<file path="src/rtl/nettlp_cmd_regfile.sv">
// NetTLP command-channel register file: pops {opcode, dwaddr, data} commands,
// executes reads/writes against NUM_REGS 32-bit registers and pushes responses.
module nettlp_cmd_regfile #(
   parameter int                     NUM_REGS   = 16,
   parameter int                     ADDR_W     = 8,
   parameter int                     OPC_W      = 4,
   parameter logic [OPC_W-1:0]       OPC_RD     = 4'h1,
   parameter logic [OPC_W-1:0]       OPC_WR     = 4'h2,
   parameter logic [OPC_W-1:0]       OPC_ERR    = 4'hF,
   parameter logic [NUM_REGS-1:0]    RO_MASK    = '0,
   parameter logic [NUM_REGS*32-1:0] RST_VALUES = '0,
   parameter bit                     BYTE_SWAP  = 1'b1,
   parameter bit                     WR_ACK     = 1'b1
) (
   input  logic                        clk,
   input  logic                        rst,
   output logic                        fifo_cmd_i_rd_en,
   input  logic                        fifo_cmd_i_empty,
   input  logic [OPC_W+ADDR_W+32-1:0]  fifo_cmd_i_dout,
   output logic                        fifo_cmd_o_wr_en,
   input  logic                        fifo_cmd_o_full,
   output logic [OPC_W+ADDR_W+32-1:0]  fifo_cmd_o_din,
   output logic [NUM_REGS*32-1:0]      reg_q,
   output logic [NUM_REGS-1:0]         reg_wr_stb,
   output logic [31:0]                 cmd_cnt,
   output logic [15:0]                 err_cnt
);

   localparam int CMD_W = OPC_W + ADDR_W + 32;
   localparam int IDX_W = (NUM_REGS > 1) ? $clog2(NUM_REGS) : 1;
   localparam logic [ADDR_W:0] NUM_REGS_W = (ADDR_W+1)'(NUM_REGS);

   typedef enum logic [1:0] {ST_IDLE, ST_EXEC, ST_SEND} state_t;

   state_t              state_q;
   logic [OPC_W-1:0]    opc_q;
   logic [ADDR_W-1:0]   addr_q;
   logic [31:0]         data_q;
   logic [31:0]         regs_q [NUM_REGS];
   logic                rd_en_q;
   logic                wr_en_q;
   logic [CMD_W-1:0]    din_q;
   logic [NUM_REGS-1:0] stb_q;
   logic [31:0]         cmd_cnt_q;
   logic [15:0]         err_cnt_q;

   logic                in_range;
   logic                wr_ok;
   logic [IDX_W-1:0]    idx;
   logic [15:0]         err_cnt_d;

   function automatic logic [31:0] swap(input logic [31:0] x);
      return BYTE_SWAP ? {x[7:0], x[15:8], x[23:16], x[31:24]} : x;
   endfunction

   assign idx       = addr_q[IDX_W-1:0];
   assign in_range  = ({1'b0, addr_q} < NUM_REGS_W);
   assign wr_ok     = in_range && !RO_MASK[idx];
   // Error counter sticks at all-ones instead of wrapping.
   assign err_cnt_d = (err_cnt_q == 16'hFFFF) ? err_cnt_q : err_cnt_q + 16'd1;

   always_ff @(posedge clk or posedge rst) begin
      if (rst) begin
         state_q   <= ST_IDLE;
         opc_q     <= '0;
         addr_q    <= '0;
         data_q    <= '0;
         rd_en_q   <= 1'b0;
         wr_en_q   <= 1'b0;
         din_q     <= '0;
         stb_q     <= '0;
         cmd_cnt_q <= '0;
         err_cnt_q <= '0;
         // NOTE: the register array is reset on purpose; it holds live packet-builder fields.
         for (int i = 0; i < NUM_REGS; i++) begin
            regs_q[i] <= RST_VALUES[i*32 +: 32];
         end
      end else begin
         // NOTE: non-blocking everywhere so every branch sees the pre-edge state.
         rd_en_q <= 1'b0;
         wr_en_q <= 1'b0;
         stb_q   <= '0;
         unique case (state_q)
            ST_IDLE: begin
               if (!fifo_cmd_i_empty) begin
                  rd_en_q                  <= 1'b1;
                  {opc_q, addr_q, data_q}  <= fifo_cmd_i_dout;
                  cmd_cnt_q                <= cmd_cnt_q + 32'd1;
                  state_q                  <= ST_EXEC;
               end
            end
            ST_EXEC: begin
               state_q <= ST_IDLE;
               if (opc_q == OPC_RD) begin
                  state_q <= ST_SEND;
                  if (in_range) begin
                     din_q <= {OPC_RD, addr_q, swap(regs_q[idx])};
                  end else begin
                     din_q     <= {OPC_ERR, addr_q, 32'hFFFF_FFFF};
                     err_cnt_q <= err_cnt_d;
                  end
               end else if (opc_q == OPC_WR) begin
                  if (wr_ok) begin
                     regs_q[idx] <= swap(data_q);
                     stb_q[idx]  <= 1'b1;
                  end else begin
                     err_cnt_q <= err_cnt_d;
                  end
                  if (WR_ACK) begin
                     din_q   <= {(wr_ok ? OPC_WR : OPC_ERR), addr_q, data_q};
                     state_q <= ST_SEND;
                  end
               end else begin
                  err_cnt_q <= err_cnt_d;
               end
            end
            ST_SEND: begin
               if (!fifo_cmd_o_full) begin
                  wr_en_q <= 1'b1;
                  state_q <= ST_IDLE;
               end
            end
            default: state_q <= ST_IDLE;
         endcase
      end
   end

   for (genvar g = 0; g < NUM_REGS; g++) begin : g_pack
      assign reg_q[g*32 +: 32] = regs_q[g];
   end

   assign fifo_cmd_i_rd_en = rd_en_q;
   assign fifo_cmd_o_wr_en = wr_en_q;
   assign fifo_cmd_o_din   = din_q;
   assign reg_wr_stb       = stb_q;
   assign cmd_cnt          = cmd_cnt_q;
   assign err_cnt          = err_cnt_q;

endmodule

</file>
<file path="config.mk">
export PLATFORM = sky130hd
export DESIGN_NAME = nettlp_cmd_regfile
export DESIGN_NICKNAME = d
export VERILOG_FILES = /design/src/rtl/nettlp_cmd_regfile.sv
export SDC_FILE = /design/constraint.sdc
export NUM_CORES = 1
export LEC_CHECK = 0
export ABC_AREA = 1
export ABC_CLOCK_PERIOD_IN_PS = 24200
export BUFFER_PORTS_ARGS = -buffer_cell sky130_fd_sc_hd__buf_2
export CORE_UTILIZATION = 30
export CTS_CLUSTER_SIZE = 14
export DETAILED_ROUTE_END_ITERATION = 10
export PLACE_DENSITY_LB_ADDON = 0.15
export SLEW_MARGIN = 20
export SYNTH_ARGS = -nofsm -noshare
export SYNTH_HDL_FRONTEND = slang
export SYNTH_SLANG_ARGS = --single-unit
</file>
<file path="constraint.sdc">
create_clock -name clk -period 24.2 [get_ports clk]
set_input_delay 4.84 -clock clk [delete_from_list [all_inputs] [get_ports clk]]
set_output_delay 4.84 -clock clk [all_outputs]
set_load 0.1 [all_outputs]
</file>
==> impl_results.md, run 1 <==
- Status: completed
- Top Ports: 670
- Drt drc: 0
- Final Skew: 0.0336 ns
- Die extent in x: 320 µm
- Number of global-route vias before repair: ~27k
- Data arrival, critical path: 7.96 ns
- Placed Area: 34,500 µm²
- Final instance area: roughly 37,000 µm²
- Clk slew on worst S/H paths: 0.06 ns
- Total leakage power: 20.2 nW
- Number of CTS-inserted buffers: just over 80
- # hold bufs at CTS: 0
- Post-CTS Setup Bufs: 0
- Worst path cell trace: buf_2 -> inv_8 -> buf_4 -> buf_4 -> buf_12
- Root Driver: clkbuf_16
- Initial antenna violation count: 7
- Post-Syn Area per Cell: approximately 8 µm²
- Nets: between 4k and 5k
- Share of the yosys chip area belonging to registers: 0.551
- Gates resized, CTS repair: 0
- Max-slew headroom: 0.277
- Tot GR Track Use: 0.263
- Reg2reg path depth: 7
- CTS tree: done
- DR iter-0 viols: between 2k and 2.5k
- #FFs+latches synth: 667
- Vias/cell: around 4.9
- Critical path endpoint: err_cnt[15]$_DFFE_PP0P_
- Die Span Y: 320 µm
- Max Fclk: about 0.14 GHz
- Post-Syn Area: about 30,000 µm²
- Synth unique cells: 29
- Share of cells above drive strength 1: 0.196
- RR Endpoint: reg_q[127]$_DFFE_PP0P_
- Tightest Pin Transition: 1.08 ns
- Gpl congestion: between 0.8 and 0.9
- Startpoint types: primary input
- Sw Pwr: 1.98 mW
- CP startpoint: rst
- Setup violators final: 0
- DP Cell Count: between 5k and 6k
- Setup TNS: 0 ns
- Routed Antenna Nets: 0
- Drt pass-1 iters: 5
- Worst vdd ir: 0.0592 mV
- Maximum clock path buffer count: 3
- # rows: between 100 and 150
- Setup ws final: roughly 17 ns
- PD cells: 112 nW/µm²
- Core footprint: roughly 100,000 µm²
- Vias: roughly 28k
- Period utilization: 0.303
- Logic pwr share: 0.367
- Die ar.: 102,000 µm²
- Flop pwr share: 0.321
- Gr ovfl total: 0
- Max_cap viols: 0
- Hold Vio Cnt, Final: 0
- CP endpoint kind: asynchronous set/reset pin
- Minimum clock period: 7.34 ns
- Clock sinks: 667
- Hold crit path type: flip-flop to flip-flop
- Area delta synth->final: 23.3%
- Post-Syn Instances: ~3.9k
- Sw frac: 0.476
- First-pass GRT wire length: slightly below 200,000 µm
- Yosys warning total: 0
- CP required: between 20 and 25 ns
- Clock share of power: 0.311
- I/O Buffers: 669
- Htree depth: 3
- Crit-path slowest cell: buf_4
- Final cell count without fillers: 5,778
- Largest stage delay, worst path: 0.76 ns
- Initial core utilization: 0.303
- Setup CP Type: primary input to asynchronous set/reset pin
- Hpwl dp: ~92,000 µm
- RSZ-0062 raised after global routing: false
- Worst-skew pair later-pin latency: approximately 0.67 ns
- FF-to-FF Start: addr_q[1]$_DFFE_PP0P_
- Avg WL per Cell: 23.7 µm
- Syn nets: 3,942
- Max-slew violation count: 0
- Worst reg2reg setup slack: approximately 21 ns
- CP max FO: 165
- Total Wirelength: 137,000 µm
- CP most frequent cell: buf_4
- Largest net degree at the start of global routing: 166
- Place WS: between 15 and 20 ns
- Internal power: 2.18 mW
## kinds of logic (layout without fill, tap and decap cells)
logic type,count (synthesis),in the layout,share of synthesized area
buffers and inverters,373,956,0.0526
AOI/OAI and AO/OA,610,610,0.103
other,0,5,0
DFF,667,667,0.551
xor gates and xnor gates,37,37,0.0107
and+or+nand+nor,2203,2203,0.281
adders and majority gates,2,2,0.000827
## sequential cells by signal (all words and copies together) (netlist names)
signal,cells
reg_q,512
fifo_cmd_o_din,43
cmd_cnt,32
data_q,32
err_cnt,16
reg_wr_stb,16
addr_q,8
opc_q,4
state_q,2
fifo_cmd_i_rd_en,1
fifo_cmd_o_wr_en,1
## worst min-delay path by stage
stage,from,end,slack (ns),depth (start not counted)
finish,fifo_cmd_o_din[2]$_DFFE_PP0P_,fifo_cmd_o_din[2]$_DFFE_PP0P_,0.48,2
global route,fifo_cmd_o_din[19]$_DFFE_PP0P_,fifo_cmd_o_din[19]$_DFFE_PP0P_,0.50,2
CTS,fifo_cmd_o_din[0]$_DFFE_PP0P_,fifo_cmd_o_din[0]$_DFFE_PP0P_,0.48,2
detailed placement,fifo_cmd_o_din[25]$_DFFE_PP0P_,fifo_cmd_o_din[25]$_DFFE_PP0P_,0.46,2
global placement,fifo_cmd_o_din[5]$_DFFE_PP0P_,fifo_cmd_o_din[5]$_DFFE_PP0P_,0.46,2
floorplan,state_q[1]$_DFFE_PP0P_,state_q[0]$_DFFE_PP0P_,0.45,1
## cells in the mapped netlist (all sizes together)
master | instances | area [µm²]
xnor2 | 13 | 114
o21bai | 26 | 195
nor2 | 69 | 304
dfrtp | 667 | 16700
nor3 | 17 | 85.1
clkbuf | 124 | 465
buf | 139 | 713
nor4 | 1 | 6.26
inv | 109 | 409
nand3 | 95 | 475
ha | 2 | 25.0
xor2 | 24 | 210
o21ai | 576 | 2880
nand4 | 10 | 68.8
a21oi | 7 | 35.0
o21a | 1 | 7.51
nor3b | 1 | 7.51
clkinv | 1 | 3.75
nand3b | 4 | 30.0
nand2 | 2006 | 7540
## layout by cell type (no fill, tap or decap), types with 24 or more instances in the layout
master,Yosys,final
xor2_1,24,24
inv_1,103,100
buf_2,117,669
o21ai_1,419,419
clkbuf_16,0,82
nand2_1,2005,1989
o21ai_0,157,157
dfrtp_1,667,665
nand3_1,95,94
o21bai_1,26,26
nor2_1,61,59
buf_4,4,29
## layout make-up
type	count	area [µm²]
fillers	10600	62700
flip-flops and latches	667	16700
multi-input cells	2852	12100
repair buffers	701	3620
clock buffers	113	2350
well taps	1298	1620
clock inverters	32	444
inverters	110	433
diodes	5	12.5
## stage by stage
stage | power [mW] | hold WS [ns] | util
floorplan | 2.39 | 0.448 | -
global placement | 2.90 | 0.461 | 0.345
detailed placement | 2.91 | 0.460 | 0.345
CTS | 4.21 | 0.480 | 0.373
global route | 4.32 | 0.501 | 0.373
finish | 4.16 | 0.475 | 0.373
## power by group through the flow
stage / Clock (mW) / Sequential [mW] / Combinational, mW
after global routing: 1.36 / 1.35 / 1.61
after detailed placement: 0 / 1.36 / 1.55
final: 1.30 / 1.34 / 1.53
after CTS: 1.32 / 1.34 / 1.55
after global placement: 0 / 1.36 / 1.54
after floorplan: 0 / 1.89 / 0.498
## critical path: cells and delay by family
family / cells / cell delay, ns
buf+inv: 5 / 2.80
## layer usage
layer | part of all wire | vias to the layer above | wire [µm] | track usage
met4 | 0.040 | 2 | 5430 | 0.103
met2 | 0.49 | 842 | 66600 | 0.445
met5 | 0.000095 | - | 13 | 0
met3 | 0.065 | 213 | 8840 | 0.0626
met1 | 0.41 | 13700 | 55800 | 0.323
li1 | - | 13300 | - | -
(Power assumes the default switching activity.)
==> inputs of run 2 (changes only) <==
Settings changed: ABC_CLOCK_PERIOD_IN_PS 24200 to 7640.
Clock period 24.2 ns to 7.64 ns, I/O delays scaled along.
==> run 2 against run 1 <==
  * Critical path depth rose by 1
  * Wire length decreased by 0.68%
  * Sequential power rose to 3.2 times the previous value
  * Clock power grew to 3.0 times the previous value
  * Die area unchanged
  * Worst setup slack got worse by 13 ns
==> impl_results.md, run 2 (same netlist as run 1, synthesis figures left out) <==
- Most common cell after layout, fill and taps aside: nand2_1 (unchanged)
- # hold bufs at CTS: 0 (unchanged)
- DR iter-0 viols: 2,300 (was 2,063)
- Max_cap viols: 0 (unchanged)
- Most frequent cells in the layout: 1,989 x nand2_1, 669 x buf_2, 665 x dfrtp_1 (unchanged)
- CTS tree: done (unchanged)
- Setup violators final: 0 (unchanged)
- Reg2reg path depth: 6 (was 7)
- Largest stage delay, worst path: 0.81 ns (was 0.76 ns)
- Max-slew violation count: 0 (unchanged)
- RSZ-0062 raised after global routing: false (unchanged)
- CP max FO: 85 (was 165)
- DP Cell Count: 5,634 (was 5,628)
- Die ar.: 102,000 µm² (unchanged)
- Hold crit path type: flip-flop to flip-flop (unchanged)
- Core footprint: 100,000 µm² (unchanged)
- First-pass GRT wire length: 195,000 µm (was 196,000 µm)
- Gpl congestion: 0.854 (was 0.862)
- Final Skew: 0.0276 ns (was 0.0336 ns)
- Vias: 27.9k (was 28.0k)
- Tightest Pin Transition: 1.07 ns (was 1.08 ns)
- Avg WL per Cell: 23.4 µm (was 23.7 µm)
- Hold path depth: 2 (unchanged)
- CP most frequent cell: buf_4 (unchanged)
- Total leakage power: 20.2 nW (about the same)
- Post-CTS Setup Bufs: 0 (unchanged)
- Max Fclk: 0.268 GHz
- Vias/cell: 4.82 (was 4.85)
- CP endpoint kind: flip-flop (was asynchronous set/reset pin)
- Largest net degree at the start of global routing: 140 (was 166)
- Number of global-route vias before repair: 26.6k (was 26.7k)
- Number of CTS-inserted buffers: 84 (was 81)
- Setup ws final: 3.91 ns (was 16.86 ns)
- Area delta synth->final: 23.1% (was 23.3%)
- Drt pass-1 iters: 6 (was 5)
- Die Span Y: 320 µm (unchanged)
- Gr ovfl total: 0 (unchanged)
- Status: completed (unchanged)
- Drt drc: 0 (unchanged)
- Share of cells above drive strength 1: 0.196 (about the same)
- Period utilization: 0.489
- CP required: 8.15 ns (was 24.83 ns)
- Final cell count without fillers: 5,788 (was 5,778)
- Hpwl dp: 93,200 µm (was 91,900 µm)
- Startpoint types: flip-flop (was primary input)
- Total Wirelength: 136,000 µm (was 137,000 µm)
- Worst-skew pair later-pin latency: 0.68 ns (was 0.67 ns)
- Place WS: 3.84 ns (was 16.07 ns)
- Nets: 4,472 (was 4,463)
- Setup CP Type: flip-flop to flip-flop (was primary input to asynchronous set/reset pin)
- Top Ports: 670 (unchanged)
- Initial antenna violation count: 5 (was 7)
- Worst vdd ir: 0.213 mV (was 0.0592 mV)
- Maximum clock path buffer count: 3 (unchanged)
- Minimum clock period: roughly 3.7 ns
- Clk slew on worst S/H paths: 0.06 ns (about the same)
- Clock sinks: 667 (unchanged)
- Fillers: 10.7k (was 10.6k)
- Htree depth: 3 (unchanged)
- Tot GR Track Use: 0.262 (was 0.263)
- Largest register FFs: 512 (unchanged)
- Initial core utilization: 0.303 (unchanged)
- Root Driver: clkbuf_16 (unchanged)
- Data arrival, critical path: 4.24 ns (was 7.96 ns)
- I/O Buffers: 669 (unchanged)
- Worst path cell trace: inv_8 -> buf_4 -> nor2_2 -> nand2_2 -> buf_4 -> o21ai_0 (was buf_2 -> inv_8 -> buf_4 -> buf_4 -> buf_12)
- Die extent in x: 320 µm (unchanged)
- Max-slew headroom: 0.283 (was 0.277)
- Gates resized, CTS repair: 0 (unchanged)
- Hold Vio Cnt, Final: 0 (unchanged)
- Routed Antenna Nets: 0 (unchanged)
- PD cells: 348 nW/µm² (was 112 nW/µm²)
- # rows: 116 (unchanged)
- Crit-path slowest cell: buf_4 (unchanged)
## run 2: changes by cell type in the layout (fill, tap and decap cells not counted), moves of 2 or more
| cell | previous run | this run |
|---|---|---|
| bufinv_16 | 9 | 2 |
| clkbuf_1 | 13 | 26 |
| clkbuf_8 | 18 | 15 |
| clkbuf_16 | 82 | 84 |
| buf_4 | 29 | 34 |
| clkinvlp_4 | 1 | 7 |
| clkinv_4 | 4 | 0 |
| inv_6 | 5 | 3 |
| buf_12 | 2 | 4 |
| clkinv_8 | 1 | 3 |
| diode_2 | 5 | 1 |
## run 2: path summary, 6_finish.rpt
path | slack [ns] | start | endpoint
worst max-delay path | 3.91 | addr_q[0]$_DFFE_PP0P_ | reg_q[418]$_DFFE_PP0P_
worst min-delay path | 0.47 | fifo_cmd_o_din[5]$_DFFE_PP0P_ | fifo_cmd_o_din[5]$_DFFE_PP0P_
worst max register to register | 3.91 | addr_q[0]$_DFFE_PP0P_ | reg_q[418]$_DFFE_PP0P_
worst min register to register | 0.47 | fifo_cmd_o_din[5]$_DFFE_PP0P_ | fifo_cmd_o_din[5]$_DFFE_PP0P_
max in group asynchronous | 4.80 | rst | reg_q[403]$_DFFE_PP0P_
min in group asynchronous | 0.97 | rst | reg_q[17]$_DFFE_PP0P_
## run 2: critical path, delay by kind of cell, from the launching register on
family                 cells  cell delay (ns)
AO/OA/AOI/OAI              1             0.19
buffers and inverters      3             1.95
flip-flops                 1             0.74
AND/OR/NAND/NOR            2             0.51
## run 2: cell type report
class	instances	area (µm²)	area share
multi-input cells	2852	12100	0.326
well taps	1298	1620	0.0436
flip-flops and latches	667	16700	0.448
repair buffers	707	3680	0.0989
clock buffers	125	2410	0.0646
clock inverters	28	277	0.00742
inverters	110	429	0.0115
diodes	1	2.50	0.0000672
## run 2: power by group
part	internal [mW]	switching, mW
Sequential	3.90	0.349
Combinational	0.555	4.24
Clock	2.26	1.66
Total	6.72	6.25
## run 2: per-layer routing
| layer | vias to the layer above | track usage | wire length (µm) |
|---|---|---|---|
| li1 | 13400 | - | - |
| met1 | 13500 | 0.325 | 56000 |
| met3 | 189 | 0.0614 | 8760 |
| met5 | - | 0 | 23 |
| met2 | 867 | 0.446 | 66300 |
| met4 | 4 | 0.0878 | 4710 |
## run 2: stage by stage
stage	instance area, µm²	total power, mW	setup TNS (ns)	utilization	hold WS (ns)
final	37200	13.0	0	0.372	0.475
after CTS	37200	13.1	0	0.372	0.478
after global routing	37200	13.5	0	0.372	0.495
after floorplan	30300	7.57	-2006.60	-	0.448
after global placement	34600	9.16	0	0.346	0.460
after detailed placement	34600	9.18	0	0.346	0.460
